`src/rtl/mem_arb_pkg.sv`:
```
// Shared types and helpers for the memory port arbiter: state encoding,
// round-robin pick function and the default read-ID FIFO depth.
package mem_arb_pkg;

   typedef enum logic {
      S_ARB   = 1'b0,
      S_ISSUE = 1'b1
   } arb_state_t;

   localparam int DEFAULT_MAX_OUTSTANDING = 4;
   localparam int MAX_REQ = 8;

   // First set bit of req scanning ptr, ptr+1, ... modulo num_req; 0 if none.
   function automatic int rr_pick(input logic [MAX_REQ-1:0] req,
                                  input int ptr,
                                  input int num_req);
      int   pick;
      int   idx;
      logic found;
      pick  = 0;
      found = 1'b0;
      for (int i = 0; i < MAX_REQ; i++) begin
         idx = (ptr + i) % num_req;
         if ((i < num_req) && !found && req[idx[2:0]]) begin
            pick  = idx;
            found = 1'b1;
         end
      end
      return pick;
   endfunction

endpackage

```
`src/rtl/mem_arb_id_fifo.sv`:
```
// In-order FIFO of requester IDs for reads in flight; head is the owner
// of the next returning read word.
module mem_arb_id_fifo
   import mem_arb_pkg::*;
#(
   parameter int WIDTH = 1,
   parameter int DEPTH = DEFAULT_MAX_OUTSTANDING
) (
   input  logic                     clk_sys,
   input  logic                     rst_b,
   input  logic                     push,
   input  logic [WIDTH-1:0]         push_id,
   input  logic                     pop,
   output logic [WIDTH-1:0]         head_id,
   output logic                     full,
   output logic                     empty,
   output logic [$clog2(DEPTH):0]   count
);

   localparam int AW = $clog2(DEPTH);

   logic [WIDTH-1:0] mem [DEPTH];
   logic [AW-1:0]    wr_ptr;
   logic [AW-1:0]    rd_ptr;
   logic             do_push;
   logic             do_pop;

   assign full    = (count == (AW+1)'(DEPTH));
   assign empty   = (count == '0);
   assign head_id = mem[rd_ptr];
   assign do_pop  = pop && !empty;
   // A push into a full FIFO is fine when the head leaves in the same cycle.
   assign do_push = push && (!full || do_pop);

   always_ff @(posedge clk_sys or negedge rst_b) begin
      if (!rst_b) begin
         wr_ptr <= '0;
         rd_ptr <= '0;
         count  <= '0;
         for (int i = 0; i < DEPTH; i++) mem[i] <= '0;
      end else begin
         if (do_push) begin
            mem[wr_ptr] <= push_id;
            wr_ptr      <= wr_ptr + 1'b1;
         end
         if (do_pop) rd_ptr <= rd_ptr + 1'b1;
         case ({do_push, do_pop})
            2'b10:   count <= count + 1'b1;
            2'b01:   count <= count - 1'b1;
            default: count <= count;
         endcase
      end
   end

endmodule

```
`src/rtl/mem_port_arbiter.sv`:
```
// Shares one memory port among NUM_REQ requesters and routes read data back
// in issue order. Define MEM_ARB_FIXED_PRIORITY_EN for lowest-index-wins.
//
//  state   | meaning
//  --------+-----------------------------------------------------------
//  S_ARB   | bubble cycle: pick a requester if any is valid and FIFO not full
//  S_ISSUE | forward the granted requester to memory until accepted
module mem_port_arbiter
   import mem_arb_pkg::*;
#(
   parameter int NUM_REQ         = 2,
   parameter int ID_WIDTH        = 1,
   parameter int MAX_OUTSTANDING = DEFAULT_MAX_OUTSTANDING
) (
   input  logic                               CLK,
   input  logic                               RST_N,
   input  logic [NUM_REQ-1:0]                 REQ_SEND_ADDR_VALID,
   input  logic [32*NUM_REQ-1:0]              REQ_SEND_ADDR,
   input  logic [NUM_REQ-1:0]                 REQ_SEND_DATA_VALID,
   input  logic [32*NUM_REQ-1:0]              REQ_SEND_DATA,
   output logic [NUM_REQ-1:0]                 REQ_SEND_READY,
   output logic [NUM_REQ-1:0]                 REQ_RECEIVE_VALID,
   output logic [31:0]                        REQ_RECEIVE_DATA,
   input  logic [NUM_REQ-1:0]                 REQ_RECEIVE_READY,
   output logic                               MEM_SEND_ADDR_VALID,
   output logic [31:0]                        MEM_SEND_ADDR,
   output logic                               MEM_SEND_DATA_VALID,
   output logic [31:0]                        MEM_SEND_DATA,
   input  logic                               MEM_SEND_READY,
   input  logic                               MEM_RECEIVE_VALID,
   input  logic [31:0]                        MEM_RECEIVE_DATA,
   output logic                               MEM_RECEIVE_READY,
   output logic [$clog2(MAX_OUTSTANDING):0]   OUTSTANDING,
   output logic                               ERR_UNEXPECTED
);

   arb_state_t          state;
   arb_state_t          state_next;
   logic [ID_WIDTH-1:0] grant;
   logic [ID_WIDTH-1:0] pick;
   logic [ID_WIDTH-1:0] head;
   logic [MAX_REQ-1:0]  req_pad;
   logic                arb_go;
   logic                fifo_full;
   logic                fifo_empty;
   logic                send_fire;
   logic                push;
   logic                pop;
   logic                head_ready;
   logic                sel_av;
   logic                sel_dv;
   logic [31:0]         sel_addr;
   logic [31:0]         sel_data;

`ifndef MEM_ARB_FIXED_PRIORITY_EN
   logic [ID_WIDTH-1:0] rr_ptr;
`endif

   always_comb begin
      req_pad = '0;
      req_pad[NUM_REQ-1:0] = REQ_SEND_ADDR_VALID;
`ifdef MEM_ARB_FIXED_PRIORITY_EN
      pick = ID_WIDTH'(rr_pick(req_pad, 0, NUM_REQ));
`else
      pick = ID_WIDTH'(rr_pick(req_pad, int'(rr_ptr), NUM_REQ));
`endif
   end

   assign arb_go = (|REQ_SEND_ADDR_VALID) && !fifo_full;

   always_ff @(posedge CLK or negedge RST_N) begin
      if (!RST_N) begin
         state <= S_ARB;
         grant <= '0;
      end else begin
         state <= state_next;
         if ((state == S_ARB) && arb_go) grant <= pick;
      end
   end

`ifndef MEM_ARB_FIXED_PRIORITY_EN
   always_ff @(posedge CLK or negedge RST_N) begin
      if (!RST_N) begin
         rr_ptr <= '0;
      end else if (send_fire) begin
         rr_ptr <= (grant == ID_WIDTH'(NUM_REQ-1)) ? '0 : grant + ID_WIDTH'(1);
      end
   end
`endif

   always_comb begin
      state_next = state;
      case (state)
         S_ARB:   if (arb_go) state_next = S_ISSUE;
         S_ISSUE: if (send_fire) state_next = S_ARB;
         default: state_next = S_ARB;
      endcase
   end

   always_comb begin
      sel_av         = 1'b0;
      sel_dv         = 1'b0;
      sel_addr       = '0;
      sel_data       = '0;
      REQ_SEND_READY = '0;
      for (int i = 0; i < NUM_REQ; i++) begin
         if (grant == ID_WIDTH'(i)) begin
            sel_av   = REQ_SEND_ADDR_VALID[i];
            sel_dv   = REQ_SEND_DATA_VALID[i];
            sel_addr = REQ_SEND_ADDR[32*i +: 32];
            sel_data = REQ_SEND_DATA[32*i +: 32];
            if (state == S_ISSUE) REQ_SEND_READY[i] = MEM_SEND_READY;
         end
      end
      MEM_SEND_ADDR       = sel_addr;
      MEM_SEND_DATA       = sel_data;
      MEM_SEND_ADDR_VALID = (state == S_ISSUE) && sel_av;
      MEM_SEND_DATA_VALID = (state == S_ISSUE) && sel_dv;
   end

   assign send_fire = MEM_SEND_ADDR_VALID && MEM_SEND_READY;
   assign push      = send_fire && !MEM_SEND_DATA_VALID;

   always_comb begin
      head_ready        = 1'b0;
      REQ_RECEIVE_VALID = '0;
      for (int i = 0; i < NUM_REQ; i++) begin
         if (head == ID_WIDTH'(i)) begin
            head_ready           = REQ_RECEIVE_READY[i];
            REQ_RECEIVE_VALID[i] = MEM_RECEIVE_VALID && !fifo_empty;
         end
      end
      MEM_RECEIVE_READY = !fifo_empty && head_ready;
      REQ_RECEIVE_DATA  = MEM_RECEIVE_DATA;
   end

   assign pop = MEM_RECEIVE_VALID && MEM_RECEIVE_READY;

   always_ff @(posedge CLK or negedge RST_N) begin
      if (!RST_N) begin
         ERR_UNEXPECTED <= 1'b0;
      end else if (MEM_RECEIVE_VALID && fifo_empty) begin
         ERR_UNEXPECTED <= 1'b1;
      end
   end

   mem_arb_id_fifo #(
      .WIDTH (ID_WIDTH),
      .DEPTH (MAX_OUTSTANDING)
   ) u_id_fifo (
      .clk_sys (CLK),
      .rst_b   (RST_N),
      .push    (push),
      .push_id (grant),
      .pop     (pop),
      .head_id (head),
      .full    (fifo_full),
      .empty   (fifo_empty),
      .count   (OUTSTANDING)
   );

endmodule

```
`config.mk`:
```
export PLATFORM = sky130hd
export DESIGN_NAME = mem_port_arbiter
export DESIGN_NICKNAME = d
export VERILOG_FILES = /design/src/rtl/mem_arb_pkg.sv /design/src/rtl/mem_arb_id_fifo.sv /design/src/rtl/mem_port_arbiter.sv
export SDC_FILE = /design/constraint.sdc
export NUM_CORES = 1
export LEC_CHECK = 0
export ABC_AREA = 1
export CAP_MARGIN = 10
export CORE_AREA = 2 2 106 108
export DETAILED_ROUTE_END_ITERATION = 10
export DIE_AREA = 0 0 108 110
export GPL_ROUTABILITY_DRIVEN = 0
export PLACE_DENSITY = 0.75
export SETUP_SLACK_MARGIN = 0.15
export SYNTH_ARGS = -nofsm -noshare
export SYNTH_HDL_FRONTEND = slang
export SYNTH_SLANG_ARGS = --single-unit
```
`constraint.sdc`:
```
create_clock -name CLK -period 4.25 [get_ports CLK]
set_input_delay 0.6375 -clock CLK [delete_from_list [all_inputs] [get_ports CLK]]
set_output_delay 0.6375 -clock CLK [all_outputs]
set_load 0.1 [all_outputs]
```
* Word level (Yosys, flattened, before mapping) *
Cells that the tools add are included.

cells by class
  multiplexer cells = 28
  $add $sub $neg = 6
  bitwise gates (word level) = 4
  reductions and logical operators = 22
  eq/ne operators = 3
  order comparisons = 5

operators with widths
  cell                   number
  $mux W32               2
  $mux W1                20
  $logic_and A1 B1 Y1    14
  $ge A3 B3 Y1 const B   2
  $not A2 Y3             2
  $pmux W3 S2            1
  $add A2 B1 Y2 const B  2
  $bmux W1 S2            2
  $bwmux W4              1
  $logic_not A1 Y1       4
  $lt A1 B4 Y1 const B   1
  $lt A3 B4 Y1 const B   1
  $add A3 B1 Y3 const B  1
  $eq A3 B3 Y1 const B   1
  $logic_not A3 Y1       1
  $lt A3 B1 Y1 const B   1
  $sub A3 B1 Y3 const B  1
  $add A1 B1 Y1 const B  2
  $demux W1 S2           1
  $eq A2 B1 Y1 const B   1
  $eq A2 B2 Y1 const B   1
  $pmux W1 S2            1
  $reduce_bool A2 Y1     1
  $reduce_or A2 Y1       1
  3 further kinds        3

storage, ports and cells
  output and inout port bits = 107
  bits of input ports = 170
  register bits = 15

* Logic depth before layout (Yosys ltp) *
  depth after elaboration = 12
  gate-level depth with buffers = 14
  depth with buffers taken out = 14

* By module *
Synthesis repeated with hierarchy kept, for this count alone.

second synthesis, totals
  cell total of the unflattened synthesis = 350
  area, all modules = 1956.9 um^2

modules (own cells, without submodules)
  module            instances  sequential area each (um^2)  cells each  area an instance (um^2)
  mem_port_arbiter  1          100.1                        275         1292.5
  mem_arb_id_fifo   1          275.3                        75          664.4

* Worst setup path after synthesis *
OpenSTA, ideal clock, no wires.

  path kind = reg2out
  from = register u_id_fifo.count[1]
  to = output REQ_RECEIVE_VALID[0]
  arrival time = 2.850 ns
  data required time = 3.612 ns
  slack = 0.763 ns
  cell stages (with the launch flop) = 5
  cells stage by stage = dfrtp_1 nor3_1 nor2_1 inv_1 a21oi_1

on the way
  longest elaborated chain between the ends = 4

RTL lines
  item                    line                     source
  from (decl)             mem_arb_id_fifo.sv:17    output logic [$clog2(DEPTH):0] count
  from (signal assigned)  mem_arb_id_fifo.sv:48    2'b10: count <= count + 1'b1;
  from (signal assigned)  mem_arb_id_fifo.sv:49    2'b01: count <= count - 1'b1;
  from (signal assigned)  mem_arb_id_fifo.sv:50    default: count <= count;
  $logic_not A3 Y1        mem_arb_id_fifo.sv:29    assign empty = (count == '0);
  $logic_not A1 Y1        mem_port_arbiter.sv:130  REQ_RECEIVE_VALID[i] = MEM_RECEIVE_VALID && !fifo_empty;
  $logic_and A1 B1 Y1     mem_port_arbiter.sv:130
  $mux W1                 mem_port_arbiter.sv:128  if (head == ID_WIDTH'(i)) begin
  to (decl)               mem_port_arbiter.sv:22   output logic [NUM_REQ-1:0] REQ_RECEIVE_VALID,

No other way between the ends.

* Worst setup path in the final report *
  from = register grant
  to = register u_id_fifo.count[1]

on the way
  longest elaborated chain between the ends = 7
  elaborated cells on any way between the ends = 12
  those cells by class = eq/ne (2); mux (3); reduce/logical (7)

RTL lines
  item                                                     line                                              source
  from (decl)                                              mem_port_arbiter.sv:39                            logic [ID_WIDTH-1:0] grant;
  from (signal assigned)                                   mem_port_arbiter.sv:77                            if ((state == S_ARB) && arb_go) grant <= pick;
  $mux W1                                                  mem_port_arbiter.sv:107                           if (grant == ID_WIDTH'(i)) begin
  $logic_and A1 B1 Y1, on equally long branches            mem_port_arbiter.sv:117, mem_port_arbiter.sv:118
  $logic_and A1 B1 Y1 or $logic_not A1 Y1 (tied branches)  mem_port_arbiter.sv:121, mem_port_arbiter.sv:122
  $logic_and A1 B1 Y1 *                                    mem_port_arbiter.sv:122                           assign push = send_fire && !MEM_SEND_DATA_VALID;
  $logic_and A1 B1 Y1 *                                    mem_arb_id_fifo.sv:33                             assign do_push = push && (!full || do_pop);
  $eq A2 B1 Y1 or $eq A2 B2 Y1 (tied branches)             mem_arb_id_fifo.sv:47                             case ({do_push, do_pop})
  $pmux W3 S2 or $reduce_bool A2 Y1 (tied branches)        n/a

Every way passes the cells marked *; elsewhere a longest branch is shown, timed or not.
A chain may end at the register's enable or synchronous reset.

==> metrics.cfg <==
[status]
outcome=complete, no violations

[critical_path]
worstSetupPathType=flop to flop
startpoint_type=flop
cpPeakStageDelay_ps=560
cpMaxStageDelayCell=buf_4
crit_top_cell=nand2_2
cp.arrival_ps=2850
setup.worst_path.end_class=flop
cp_max_fo=73
crit_chain=buf_4, nand2_2, a21oi_4, nand2_2, nor2_4, nand2_1, ha_1, inv_1, fa_1, o21ai_0
required_ps=4420

[floorplan]
initial_core_util=0.180
die_width_um=108
die_area_um2=11900
die_height_um=110
core-area_um2=10700
rows=38
io_pins=277

[cells_and_area]
final_common_cell=nand2_1
num_antenna_cells=0
areaGrowthSynthToFinish_pct=96.2
drive_gt1_frac=0.168
layout_common_cells=nand2_1, clkdlybuf4s50_1, buf_4
nets=694

[routing]
drc=0
wire_per_inst_um=11.9
vias_per_cell=4.08
vias=2682
drt-pass1-iter-count=4
wirelength_um=7830
ant_nets=0
drtIter0Drc=126

[synth]
ys_seq_area_frac=0.194
syn_area_per_cell_um2=5.55
synth_fp_nets=524
synth_seq_cells=15
synth.distinct_cells=26
syn_inst=348
ys_warn_count=0
synth_edf_count=0
yosys_most_used_dff=dfrtp_1
syn_area_um2=1930
async_flop_share=1.00

[grt]
grt_pass1_vias=2380
antenna_found_initial=0
grt_max_degree=74
grt_pass1_wl_um=11000
grt_usage=0.115
globalRouteOverflowTotal=0

[timing]
slew_headroom=0.352
drv_slew=0
setup_tns_ps=0
fin_ws_ps=1570
hold_violations=0
worstMarginPinSlew_ps=969
grt_setup_unrepaired=false
setup_viol=0
fmax_mhz=373
clock_skew_ps=2.22
fin_crit_ps=2680
finalCritPeriodShare=0.631

[placement]
pre_cts_slack_ps=1400
portBuffers=212
hpwl_um=6690

[clock_tree]
htreeDepth=1
postCtsHoldBufs=0
cts.sinks=15
cts_root_buffer=clkbuf_8
cts_buffer_depth=2
clk_pin_slew_ps=60
post-cts-setup-buffers=0
cts_tree=yes
ctsResizeCount=0
cts-buffers-inserted=3
clock_latency_ps=240

[flow_run]
maxCapViolCount=0

[hold_path]
min-delay-path-class=flop to flop

[pwr]
p_leak_nw=1.95
ir_drop_mv=0.477
powerDensity_nw_per_um2=917

## layout make-up
cell class / instances / area (µm²)
Clock buffer: 4 / 45.0
Tap cell: 140 / 175
Sequential cell: 15 / 377
Fill cell: 1156 / 6910
Multi-Input combinational cell: 267 / 1170
Inverter: 17 / 63.8
Timing Repair Buffer: 214 / 1960
## cells in the mapped netlist, drive strengths merged (3+ instances only)
| library cell | number | area share |
|---|---|---|
| o21ai | 6 | 0.016 |
| nand2 | 221 | 0.43 |
| inv | 17 | 0.033 |
| clkbuf | 8 | 0.016 |
| nor2 | 7 | 0.019 |
| nand3 | 11 | 0.034 |
| a21oi | 3 | 0.014 |
| ha | 5 | 0.032 |
| dfrtp | 15 | 0.19 |
| nand4 | 4 | 0.013 |
| buf | 41 | 0.15 |
| nor3 | 3 | 0.0078 |
## per-layer routing
layer	share of wire	vias up	track usage	routed length [µm]
li1	-	1355	-	-
met1	0.36	1159	0.136	2790
met2	0.50	152	0.198	3950
met3	0.12	16	0.0388	921
met4	0.020	0	0.0366	160
met5	0	-	0	0
## state kept, by name, summed over array words and instances (netlist names)
register,count
ERR_UNEXPECTED,1
u_id_fifo.mem,4
u_id_fifo.rd_ptr,2
rr_ptr,1
u_id_fifo.wr_ptr,2
grant,1
u_id_fifo.count,3
state,1
## power breakdown
group	switching (mW)	internal (mW)	leakage, nW
logic	2.47	0.635	1.75
registers	0.0544	0.206	0.181
clock network	0.0466	0.0663	0.0228
## worst max-delay path: cells and delay by family, from the launching register on
family / cells / cell delay (ps)
adder cells (fa/ha/maj): 2 / 620
AO/OA/AOI/OAI: 2 / 350
AND/OR/NAND/NOR: 4 / 610
flip-flops: 1 / 360
buffers and inverters: 2 / 660
## per-stage QoR
stage / instance area (µm²) / instances / hold slack, ps / total power [mW] / utilization
after floorplan: 1930 / 348 / 342 / 2.85 / -
after global placement: 3740 / 653 / 447 / 3.34 / 0.350
after detailed placement: 3740 / 653 / 469 / 3.38 / 0.350
after CTS: 3790 / 657 / 483 / 3.50 / 0.354
after global routing: 3790 / 657 / 483 / 3.64 / 0.354
final: 3790 / 657 / 472 / 3.47 / 0.354
## final timing paths
| kind | start | to | slack (ps) | depth (start not counted) |
|---|---|---|---|---|
| hold reg to reg | ERR_UNEXPECTED$_DFFE_PN0P_ | ERR_UNEXPECTED$_DFFE_PN0P_ | 470 | 1 |
| max in group asynchronous | RST_N | grant$_DFFE_PN0P_ | 3020 | 1 |
| min in group asynchronous | RST_N | u_id_fifo.count[1]$_DFFE_PN0P_ | 790 | 1 |
| setup reg to reg | grant$_DFFE_PN0P_ | u_id_fifo.count[1]$_DFFE_PN0P_ | 1570 | 10 |
| setup / recovery | grant$_DFFE_PN0P_ | u_id_fifo.count[1]$_DFFE_PN0P_ | 1570 | 10 |
| hold / removal | ERR_UNEXPECTED$_DFFE_PN0P_ | ERR_UNEXPECTED$_DFFE_PN0P_ | 470 | 1 |
## cell families (layout without fill, tap and decap cells)
family | count (synthesis) | count (layout) | synth area share
AND/OR/NAND/NOR | 246 | 246 | 0.507
buffers and inverters | 66 | 235 | 0.201
flip-flops | 15 | 15 | 0.194
AO/OA/AOI/OAI | 11 | 11 | 0.0369
adder cells (fa/ha/maj) | 6 | 6 | 0.0428
XOR/XNOR | 4 | 4 | 0.0181
(Power assumes the default switching activity.)
